`src/rtl/frodo_top_ctrl.sv`:
```
// Frodo KEM top-level sequencer: issues the LOAD/MATMUL/CODEC/STORE/END
// microprogram for the latched level and mode, guarded by a run watchdog.
module frodo_top_ctrl #(
   parameter int unsigned INST_WIDTH = 27,
   parameter int unsigned ADDR_WIDTH = 12,
   parameter int unsigned TIME       = 100000
) (
   input  logic                  clk,
   input  logic                  rstn,
   input  logic [1:0]            level,
   input  logic [1:0]            mode_ctrl,
   input  logic                  start,
   output logic [INST_WIDTH-1:0] inst,
   output logic                  inst_valid,
   output logic                  busy,
   output logic                  done,
   output logic                  timeout,
   output logic                  err
);

   localparam int unsigned LEN_W  = 6;
   localparam int unsigned PORT_W = 2;
   localparam int unsigned STEP_W = 3;
   localparam int unsigned CNT_W  = $clog2(TIME + 1);
   localparam logic [CNT_W-1:0] WD_LAST = CNT_W'(TIME - 2);

   localparam logic [2:0] OP_LOAD  = 3'b000;
   localparam logic [2:0] OP_STORE = 3'b001;
   localparam logic [2:0] OP_MM_AS = 3'b100;
   localparam logic [2:0] OP_MM_SA = 3'b101;
   localparam logic [2:0] OP_CODEC = 3'b110;
   localparam logic [2:0] OP_END   = 3'b111;

   localparam logic [1:0] MODE_KEYGEN   = 2'b00;
   localparam logic [1:0] MODE_ENCAPS   = 2'b01;
   localparam logic [1:0] MODE_ILLEGAL  = 2'b11;
   localparam logic [1:0] LEVEL_ILLEGAL = 2'b00;

   localparam logic [ADDR_WIDTH-1:0] ADDR_IN    = ADDR_WIDTH'(32'h000);
   localparam logic [ADDR_WIDTH-1:0] ADDR_MM    = ADDR_WIDTH'(32'h100);
   localparam logic [ADDR_WIDTH-1:0] ADDR_OUT   = ADDR_WIDTH'(32'h200);
   localparam logic [ADDR_WIDTH-1:0] ADDR_CODEC = ADDR_WIDTH'(32'h300);

   typedef enum logic [1:0] {S_IDLE, S_ISSUE, S_WAIT, S_FINISH} state_t;

   state_t              state_q, state_d;
   logic [STEP_W-1:0]   step_q, step_d;
   logic [1:0]          mode_q, mode_d;
   logic [LEN_W-1:0]    len_q, len_d;
   logic [LEN_W-1:0]    wait_q, wait_d;
   logic [CNT_W-1:0]    wd_q, wd_d;
   logic [INST_WIDTH-1:0] inst_d;
   logic                valid_d, busy_d, done_d, timeout_d, err_d;
   logic                last_c;

   function automatic logic [LEN_W-1:0] len_of(input logic [1:0] lv);
      case (lv)
         2'b01:   return LEN_W'(10);
         2'b10:   return LEN_W'(15);
         default: return LEN_W'(21);
      endcase
   endfunction

   function automatic logic [INST_WIDTH-1:0] pack_inst(input logic [2:0]            op,
                                                       input logic [ADDR_WIDTH-1:0] addr,
                                                       input logic [LEN_W-1:0]      len,
                                                       input logic [PORT_W-1:0]     port);
      return INST_WIDTH'({op, addr, len, port, 4'b0000});
   endfunction

   // Microprogram ROM: step index to instruction for the latched mode.
   function automatic logic [INST_WIDTH-1:0] prog_inst(input logic [1:0]        md,
                                                       input logic [STEP_W-1:0] st,
                                                       input logic [LEN_W-1:0]  len);
      logic keygen;
      keygen = (md == MODE_KEYGEN);
      case (st)
         3'd0: return pack_inst(OP_LOAD, ADDR_IN, len, 2'd0);
         3'd1: return pack_inst(keygen ? OP_MM_AS : OP_MM_SA, ADDR_MM, len, 2'd1);
         3'd2: begin
            if (keygen) return pack_inst(OP_STORE, ADDR_OUT, len, 2'd2);
            return pack_inst(OP_CODEC, ADDR_CODEC, len, (md == MODE_ENCAPS) ? 2'd2 : 2'd3);
         end
         3'd3: begin
            if (keygen) return pack_inst(OP_END, '0, '0, '0);
            return pack_inst(OP_STORE, ADDR_OUT, len, (md == MODE_ENCAPS) ? 2'd3 : 2'd2);
         end
         default: return pack_inst(OP_END, '0, '0, '0);
      endcase
   endfunction

   always_ff @(posedge clk or negedge rstn) begin
      if (!rstn) begin
         state_q    <= S_IDLE;
         step_q     <= '0;
         mode_q     <= '0;
         len_q      <= '0;
         wait_q     <= '0;
         wd_q       <= '0;
         inst       <= '0;
         inst_valid <= 1'b0;
         busy       <= 1'b0;
         done       <= 1'b0;
         timeout    <= 1'b0;
         err        <= 1'b0;
      end else begin
         state_q    <= state_d;
         step_q     <= step_d;
         mode_q     <= mode_d;
         len_q      <= len_d;
         wait_q     <= wait_d;
         wd_q       <= wd_d;
         inst       <= inst_d;
         inst_valid <= valid_d;
         busy       <= busy_d;
         done       <= done_d;
         timeout    <= timeout_d;
         err        <= err_d;
      end
   end

   // Outputs are computed for the state being entered, so they line up with it.
   always_comb begin
      state_d   = state_q;
      step_d    = step_q;
      mode_d    = mode_q;
      len_d     = len_q;
      wait_d    = wait_q;
      wd_d      = wd_q;
      inst_d    = inst;
      valid_d   = 1'b0;
      busy_d    = busy;
      done_d    = 1'b0;
      timeout_d = timeout;
      err_d     = err;
      last_c    = (mode_q == MODE_KEYGEN) ? (step_q == 3'd3) : (step_q == 3'd4);

      unique case (state_q)
         S_IDLE: begin
            if (start) begin
               mode_d    = mode_ctrl;
               len_d     = len_of(level);
               step_d    = '0;
               wd_d      = '0;
               err_d     = 1'b0;
               timeout_d = 1'b0;
               if ((level == LEVEL_ILLEGAL) || (mode_ctrl == MODE_ILLEGAL)) begin
                  err_d = 1'b1;
               end else begin
                  state_d = S_ISSUE;
                  busy_d  = 1'b1;
                  valid_d = 1'b1;
                  inst_d  = prog_inst(mode_ctrl, '0, len_of(level));
               end
            end
         end
         S_ISSUE: begin
            if (last_c) begin
               state_d = S_FINISH;
               busy_d  = 1'b0;
               done_d  = 1'b1;
            end else begin
               state_d = S_WAIT;
               wait_d  = len_q - LEN_W'(1);
            end
         end
         S_WAIT: begin
            if (wait_q == '0) begin
               state_d = S_ISSUE;
               step_d  = step_q + STEP_W'(1);
               valid_d = 1'b1;
               inst_d  = prog_inst(mode_q, step_q + STEP_W'(1), len_q);
            end else begin
               wait_d = wait_q - LEN_W'(1);
            end
         end
         S_FINISH: state_d = S_IDLE;
         default:  state_d = S_IDLE;
      endcase

      // Watchdog: once END has been issued the run is allowed to complete.
      if ((state_q == S_WAIT) || ((state_q == S_ISSUE) && !last_c)) begin
         if (wd_q == WD_LAST) begin
            state_d   = S_IDLE;
            busy_d    = 1'b0;
            valid_d   = 1'b0;
            done_d    = 1'b0;
            inst_d    = inst;
            timeout_d = 1'b1;
         end else begin
            wd_d = wd_q + CNT_W'(1);
         end
      end
   end

endmodule

```
`config.mk`:
```
export PLATFORM = sky130hd
export DESIGN_NAME = frodo_top_ctrl
export DESIGN_NICKNAME = d
export VERILOG_FILES = /design/src/rtl/frodo_top_ctrl.sv
export SDC_FILE = /design/constraint.sdc
export NUM_CORES = 1
export LEC_CHECK = 0
export BUFFER_PORTS_ARGS = -buffer_cell sky130_fd_sc_hd__buf_2
export CORE_MARGIN = 2
export CORE_UTILIZATION = 57
export DETAILED_ROUTE_END_ITERATION = 12
export HOLD_SLACK_MARGIN = 0.1
export PLACE_DENSITY = 0.8
export SYNTH_ARGS = -nofsm -noshare
export SYNTH_HDL_FRONTEND = slang
export SYNTH_SLANG_ARGS = --single-unit
export TNS_END_PERCENT = 50
```
`constraint.sdc`:
```
create_clock -name clk -period 3.65 [get_ports clk]
set_clock_uncertainty 0.2 [all_clocks]
set_input_delay 0.5475 -clock clk [delete_from_list [all_inputs] [get_ports clk]]
set_output_delay 0.5475 -clock clk [all_outputs]
set_load 0.02 [all_outputs]
```
==> metrics.yaml, run 1 <==
cts_buffer_depth: 2
core_area_um2: 4440
most-common-layout-cells: "47 x dfrtp_1, 37 x nand2_1, 23 x buf_2, 19 x nor2_1, 16 x a21oi_1"
layout_commonest_cell: "dfrtp_1"
io_pins: 39
syn_inst: 282
rsz0062_at_grt: "no"
final_nets: 319
htree_levels: 2
dieArea_um2: 5290
detail-route-antenna-nets: 0
async_flop_share: 1.00
critical_path_required_ns: 3.66
antenna_found_initial: 0
syn_area_um2: 2690
synth_seq_area_share: 0.437
cp_top_family: "simple AND/OR/NAND/NOR gates"
cp-end-kind: "register"
hold_viol_final: 0
num_antenna_cells: 0
die_w_um: 72.7
relSlewSlack: 0.307
grt_overflow_total: 0
tightest_slew_ns: 1.04
ir_worst_vdd_uv: 442
reg2reg_slack_ns: 0.70
path_cells: "or4b_1 -> nor4_4 -> a21boi_4 -> or2_1 -> mux2_2"
post-route-period-util: 0.809
yosys_register_bits: 47
top_layer: "met4"
cp-start-kind: "register"
clk_pin_slew_worst_paths_ns: 0.10
hold_class: "input port to asynchronous set/reset pin"
leakagePower_nw: 1.35
vias: 2193
p_clk_frac: 0.170
firstDrtPassIters: 5
cts_tree: "done"
cts_setup_buffers: 0
cp_max_fo: 10
power_frac_seq: 0.418
p_total_mw: 1.92
wl_met1_um: 2630
sw_frac_of_total: 0.431
status: "completed"
cp.arrival_ns: 2.97
clock-sinks: 47
clk_latency_ns: 0.32
cts_hold_buffers: 0
die_y_um: 72.7
setup_tns_ns: 0
cpMaxStageDelayCell: "or4b_1"
routed-wl-met2_um: 2540
drive_above_1_share: 0.158
viasPerCell: 6.18
yosys_warnings: 0
p_int_mw: 1.09
ys_types: 54
wl_met3_um: 420
r2r-start: "wd_q[5]"
fillers: 369
crit_type: "register to register"
min_period_ns: 2.95
cap_viol_max_count: 0
max_freq_ghz: 0.339
grt_pass1_vias: 1940
p_per_area_nw_per_um2: 670
regToRegEndpoint: "inst[25]"
multi_input_area_um2: 1350
dp_hpwl_um: 4020
seqCellArea_um2: 1180
root_buffer: "clkbuf_8"
finalSetupViolCount: 0
finalWirelength_um: 5680
grt_max_degree: 48
path_buf_inv: 0
grt_pass1_wl_um: 9370
fp-row-count: 24
syn_to_final_growth_pct: 6.42
switchingPower_uw: 827
grt_usage: 0.230
p_comb_frac: 0.412
worst-r2r-cell-count: 5
post_cts_resized: 0
cts_buffers: 5
routedWlPerCell_um: 16.0
start_util: 0.606
portBuffers: 23
syn_avg_cell_area_um2: 9.54
drt_iter0_markers: 152
crit_path_max_incr_delay_ns: 0.58
synth_edf_count: 0
slew_viol_final: 0
drc: 0
synth_ff_type: "dfrtp_1"
gp_congestion: 0.841
[kinds of logic after synthesis]
kind of cell / after synthesis / synth area share
AND/OR/NAND/NOR: 100 / 0.187
AO/OA/AOI/OAI: 65 / 0.166
flip-flops: 47 / 0.437
buffers and inverters: 38 / 0.0814
multiplexers: 19 / 0.0739
adder cells (fa/ha/maj): 10 / 0.0465
XOR/XNOR: 2 / 0.00651
other: 1 / 0.00139
[per-stage QoR]
stage,util,setup WS (ns),hold WS [ns],std cells,instance area (µm²)
floorplan,-,1.07,0.0519,296,2740
global placement,0.624,0.828,0.266,347,2770
detailed placement,0.624,0.727,0.283,347,2770
CTS,0.644,0.719,0.239,355,2860
global route,0.644,0.583,0.287,355,2860
finish,0.644,0.696,0.200,355,2860
[power by group through the flow]
stage	clock network [mW]	logic (mW)	registers (mW)
after floorplan	0	0.568	0.831
after global placement	0	0.764	0.801
after detailed placement	0	0.784	0.810
after CTS	0.333	0.788	0.800
after global routing	0.349	0.882	0.825
final	0.327	0.790	0.802
[state kept, by name, summed over array words and instances (netlist names), 2 cells and up]
name,count
wd_q,17
inst,9
mode_q,2
len_q,3
wait_q,6
step_q,3
state_q,2
[cells in the mapped netlist, drive strengths merged, types with 2 or more instances]
| cell | number | area (µm²) |
|---|---|---|
| a21o | 2 | 15.0 |
| ha | 10 | 125 |
| a31oi | 4 | 25.0 |
| a21oi | 16 | 80.1 |
| clkbuf | 8 | 30.0 |
| inv | 10 | 37.5 |
| o31ai | 6 | 45.0 |
| or4b | 2 | 20.0 |
| dfrtp | 47 | 1180 |
| o2111ai | 2 | 17.5 |
| nor2 | 19 | 71.3 |
| nor3b | 2 | 15.0 |
| nor4 | 3 | 33.8 |
| or2 | 2 | 12.5 |
| o311ai | 3 | 26.3 |
| o211ai | 5 | 37.5 |
| o2bb2ai | 2 | 17.5 |
| xnor2 | 2 | 17.5 |
| nor3 | 6 | 30.0 |
| nand2b | 2 | 12.5 |
| buf | 20 | 151 |
| nand4 | 7 | 43.8 |
| and3 | 2 | 12.5 |
| nand2 | 37 | 139 |
| a211oi | 2 | 20.0 |
| or3 | 3 | 18.8 |
| o21ai | 13 | 65.1 |
| mux2 | 7 | 78.8 |
| mux2i | 12 | 120 |
| nand3 | 8 | 40.0 |
[layout make-up]
class / instances / area share
inverter: 10 / 0.0131
multi-input combinational: 211 / 0.471
sequential: 47 / 0.411
tap: 52 / 0.0227
clock inverter: 3 / 0.00786
timing repair buffer: 27 / 0.0507
clock buffer: 5 / 0.0240
[worst max-delay path by stage]
stage                to  cells after the start     from
4_1_cts         inst[8]                      5  wd_q[5]
3_5_place_dp    inst[8]                      5  wd_q[5]
3_3_place_gp    inst[9]                      5  wd_q[5]
5_1_grt        inst[24]                      5  wd_q[5]
6_report       inst[25]                      5  wd_q[5]
2_1_floorplan  inst[10]                      6  wd_q[5]
[layer usage]
layer | up-vias | global-route usage
met5 | - | 0
met4 | 0 | 0.0658
met3 | 11 | 0.0456
met2 | 95 | 0.347
met1 | 1056 | 0.339
li1 | 1031 | -
(Power assumes the default switching activity.)
==> run 2: changes to the inputs <==
--- a/config.mk
+++ b/config.mk
@@ -7,10 +7,10 @@
 export LEC_CHECK = 0
 export BUFFER_PORTS_ARGS = -buffer_cell sky130_fd_sc_hd__buf_2
 export CORE_MARGIN = 2
-export CORE_UTILIZATION = 57
+export CORE_UTILIZATION = 51
 export DETAILED_ROUTE_END_ITERATION = 12
 export HOLD_SLACK_MARGIN = 0.1
-export PLACE_DENSITY = 0.8
+export PLACE_DENSITY = 0.75
 export SYNTH_ARGS = -nofsm -noshare
 export SYNTH_HDL_FRONTEND = slang
 export SYNTH_SLANG_ARGS = --single-unit
==> constraint.sdc (replaced) <==
create_clock -name clk -period 2.35 [get_ports clk]
set_clock_uncertainty 0.2 [all_clocks]
set_input_delay 0.3525 -clock clk [delete_from_list [all_inputs] [get_ports clk]]
set_output_delay 0.3525 -clock clk [all_outputs]
set_load 0.02 [all_outputs]
==> metrics.yaml, run 2 (same netlist as run 1, synthesis figures left out) <==
status: "completed"
leakagePower_nw: 1.62
cts_tree: "done"
post-route-period-util: 0.984
slew_viol_final: 0
max_freq_ghz: 0.432
htree_levels: 2
critical_path_required_ns: 2.35
finalNonFillerCells: 422
grt_pass1_wl_um: 10600
hold_class: "input port to register"
most-common-layout-cells: "49 x buf_4, 47 x dfrtp_1, 37 x nand2_1, 23 x buf_2, 19 x nor2_1"
start_util: 0.527
clk_pin_slew_worst_paths_ns: 0.09
cts_buffer_depth: 2
layout_commonest_cell: "buf_4"
cap_viol_max_count: 0
crit_type: "register to register"
cp_max_fo: 9
min_path_cells: 3
dp_hpwl_um: 4550
place_inst: 410
viasPerCell: 5.51
cts_buffers: 5
setup_tns_ns: 0
firstDrtPassIters: 4
die_y_um: 76.6
core_area_um2: 5110
vias: 2325
antenna_found_initial: 0
min_period_ns: 2.31
rsz0062_at_grt: "yes"
cp-start-kind: "register"
final_nets: 368
largest-register: "wd_q"
clock-sinks: 47
p_total_mw: 3.40
gp_congestion: 0.890
syn_to_final_growth_pct: 23.9
dpl_cell_area_um2: 3150
worst-r2r-cell-count: 5
drt_iter0_markers: 125
fp-row-count: 26
largest_register_ffs: 17
worst_hold_slack_ns: 0.150
relSlewSlack: 0.639
cp-end-kind: "register"
hold_viol_final: 0
final_area_um2: 3340
grt_max_degree: 27
drive_above_1_share: 0.293
root_buffer: "clkbuf_8"
tightest_slew_ns: 0.542
num_antenna_cells: 0
detail-route-antenna-nets: 0
drc: 0
clk_latency_ns: 0.31
top_regs: "wd_q x17, inst x9, wait_q x6"
grt_pass1_vias: 2250
finalWirelength_um: 6240
finalSetupViolCount: 0
grt_usage: 0.227
routedWlPerCell_um: 14.8
p_per_area_nw_per_um2: 1020
cp.arrival_ns: 2.31
grt_overflow_total: 0
die_w_um: 76.6
io_pins: 39
dieArea_um2: 5870
portBuffers: 23
ir_worst_vdd_uv: 575
[run 2: what timing repair did]
| action | CTS | global route |
|---|---|---|
| gates resized for setup | 1 | 7 |
| hold endpoints to repair | 23 | 0 |
| hold buffers | 2 | 0 |
| pin swaps | 0 | 2 |
| setup buffers | 0 | 2 |
| setup endpoints to repair | 9 | 18 |
[run 2: metal layers]
metal  up-vias  wire, µm  GRT usage
met5         -         0          0
met3        12       248     0.0427
li1       1125         -          -
met2        51      3060      0.369
met1      1137      2840      0.310
met4         0        97     0.0655
[run 2: power by group]
| part | leakage, nW | internal (mW) | switching, mW |
|---|---|---|---|
| Clock | 0.0612 | 0.344 | 0.275 |
| Sequential | 0.607 | 1.02 | 0.160 |
| Combinational | 0.956 | 0.689 | 0.911 |
[run 2: layout make-up]
cell class | instances | area [µm²]
Clock buffer | 6 | 82.6
Clock inverter | 2 | 35.0
Fill cell | 431 | 1770
Inverter | 10 | 37.5
Multi-Input combinational cell | 211 | 1380
Sequential cell | 47 | 1180
Tap cell | 70 | 87.6
Timing Repair Buffer | 76 | 534
[run 2: worst paths after layout]
| kind | from | endpoint | slack (ns) |
|---|---|---|---|
| worst max-delay path | wd_q[8] | inst[8] | 0.04 |
| worst min-delay path | mode_ctrl[0] | mode_q[0] | 0.15 |
| worst max register to register | wd_q[8] | inst[8] | 0.04 |
| worst min register to register | wd_q[16] | wd_q[16] | 0.28 |
| max in group asynchronous | rstn | wd_q[4] | 1.07 |
| min in group asynchronous | rstn | timeout | 0.35 |
[run 2: worst max-delay path, stage by stage (launching register included)]
cell	delay [ns]
dfrtp_1	0.39
or4b_4	0.55
nor4_4	0.30
a21boi_4	0.22
or2_4	0.19
mux2_2	0.35
[run 2: stage by stage]
stage                      util  setup WS [ns]
after floorplan               -         -0.189
after global placement    0.617        -0.0684
after detailed placement  0.617         -0.122
after CTS                 0.644         0.0138
after global routing      0.653        -0.0388
final                     0.653         0.0376
==> run 3: changes to the inputs <==
--- a/config.mk
+++ b/config.mk
@@ -7,10 +7,11 @@
 export LEC_CHECK = 0
 export BUFFER_PORTS_ARGS = -buffer_cell sky130_fd_sc_hd__buf_2
 export CORE_MARGIN = 2
-export CORE_UTILIZATION = 51
+export CORE_UTILIZATION = 53
+export CTS_BUF_LIST = sky130_fd_sc_hd__clkbuf_8
 export DETAILED_ROUTE_END_ITERATION = 12
 export HOLD_SLACK_MARGIN = 0.1
-export PLACE_DENSITY = 0.75
+export PLACE_DENSITY = 0.78
 export SYNTH_ARGS = -nofsm -noshare
 export SYNTH_HDL_FRONTEND = slang
 export SYNTH_SLANG_ARGS = --single-unit
==> metrics.yaml, run 3 (same netlist as run 1, synthesis figures left out) <==
gp_congestion: 0.889
dpl_cell_area_um2: 3080
grt_pass1_wl_um: 9920
clk_pin_slew_worst_paths_ns: 0.09
cap_viol_max_count: 0
finalWirelength_um: 6260
htree_levels: 2
antenna_found_initial: 0
cts_tree: "done"
die_y_um: 75.3
seqCellArea_um2: 1180
final_area_um2: 3250
detail-route-antenna-nets: 0
io_pins: 39
leakagePower_nw: 1.58
cts_buffers: 5
viasPerCell: 5.65
cp-start-kind: "register"
ir_worst_vdd_uv: 728
drc: 0
relSlewSlack: 0.628
largest_register_ffs: 17
rsz0062_at_grt: "yes"
r2r-start: "wd_q[8]"
fin_util: 0.674
multi_input_area_um2: 1380
vias: 2332
min_to: "len_q[2]"
dieArea_um2: 5660
dp_hpwl_um: 4530
hold_class: "input port to register"
hold_viol_final: 0
place_inst: 398
worst_slack_ns: 0.0101
finalNonFillerCells: 413
drt_iter0_markers: 136
tightest_slew_ns: 0.558
post-place-ws_ns: -0.162
finalSetupViolCount: 0
drive_above_1_share: 0.269
grt_usage: 0.236
critical_path_required_ns: 2.34
status: "completed"
start_util: 0.559
fillers: 392
slew_viol_final: 0
layout_commonest_cell: "dfrtp_1"
min_path_cells: 3
cts_buffer_depth: 2
root_buffer: "clkbuf_8"
setup_tns_ns: 0
worst-r2r-cell-count: 5
cp_max_fo: 5
clock-sinks: 47
firstDrtPassIters: 5
regToRegEndpoint: "inst[4]"
crit_type: "register to register"
most-common-layout-cells: "47 x dfrtp_1, 41 x buf_4, 37 x nand2_1, 23 x buf_2, 19 x nor2_1"
grt_max_degree: 27
clk_latency_ns: 0.30
portBuffers: 23
post-route-period-util: 0.996
max_freq_ghz: 0.427
cp-end-kind: "register"
top_regs: "wd_q x17, inst x9, wait_q x6"
min_period_ns: 2.34
die_w_um: 75.3
fp-row-count: 25
hold_start: "level[0]"
core_area_um2: 4820
syn_to_final_growth_pct: 20.6
final_nets: 362
p_per_area_nw_per_um2: 1000
grt_overflow_total: 0
grt_pass1_vias: 2188
cp.arrival_ns: 2.33
reg2reg_slack_ns: 0.01
largest-register: "wd_q"
routedWlPerCell_um: 15.2
num_antenna_cells: 0
run 3: changes by cell type in the layout (fill, tap and decap cells not counted):
cell | previous run | this run
nor2b_1 | 1 | 0
nor2b_2 | 0 | 1
mux2_4 | 0 | 1
or2_2 | 1 | 2
clkbuf_8 | 6 | 5
buf_4 | 49 | 41
a221oi_1 | 0 | 1
inv_1 | 10 | 12
a221oi_2 | 1 | 0
dlygate4sd3_1 | 2 | 3
nor4b_2 | 1 | 0
bufinv_16 | 1 | 0
mux2_2 | 7 | 6
nor4b_1 | 0 | 1
run 3: timing repair:
item                                    CTS  global route
pin swaps                                 0             2
hold buffers                              3             0
resized for setup                         2             6
endpoints found under the setup margin   10            19
hold endpoints to repair                 25             0
cloned                                    0             1
setup buffers                             0             3
run 3: per-layer routing:
metal	GRT usage	wire length [µm]	vias up
met1	0.286	2690	1118
met2	0.415	3140	79
li1	-	-	1119
met4	0.105	140	0
met3	0.0335	295	16
met5	0	0	-
run 3: worst max-delay path, cell delays in order, from the launching register on:
cell and delay (ns):
dfrtp_1 0.40, or4b_4 0.56, nor4_4 0.29, a21boi_4 0.25, or2_4 0.19, mux2_2 0.34
run 3: worst max-delay path by stage:
stage,start,end,cells past startpoint
2_1_floorplan,wd_q[8],inst[10],6
3_3_place_gp,start,inst[4],6
3_5_place_dp,wd_q[5],inst[4],5
4_1_cts,state_q[1],wait_q[4],8
5_1_grt,wd_q[8],inst[4],5
6_report,wd_q[8],inst[4],5
run 3: layout make-up:
type                       instances  share of cell area
inverter                          10              0.0116
clock inverter                     3             0.00386
clock buffer                       5              0.0212
sequential                        47               0.362
multi-input combinational        212               0.426
tap                               67              0.0258
timing repair buffer              69               0.149
run 3: power by group:
group	switching (mW)	leakage (nW)	total (mW)	internal, mW
sequential	0.168	0.607	1.19	1.03
combinational	0.906	0.921	1.59	0.683
clock	0.272	0.0505	0.473	0.201
total	1.35	1.58	3.25	1.91
run 3: metrics by stage:
step	hold slack, ns	power [mW]
floorplan	-0.143	2.18
global placement	0.168	2.64
detailed placement	0.177	2.71
CTS	0.224	3.18
global route	0.257	3.48
finish	0.220	3.25
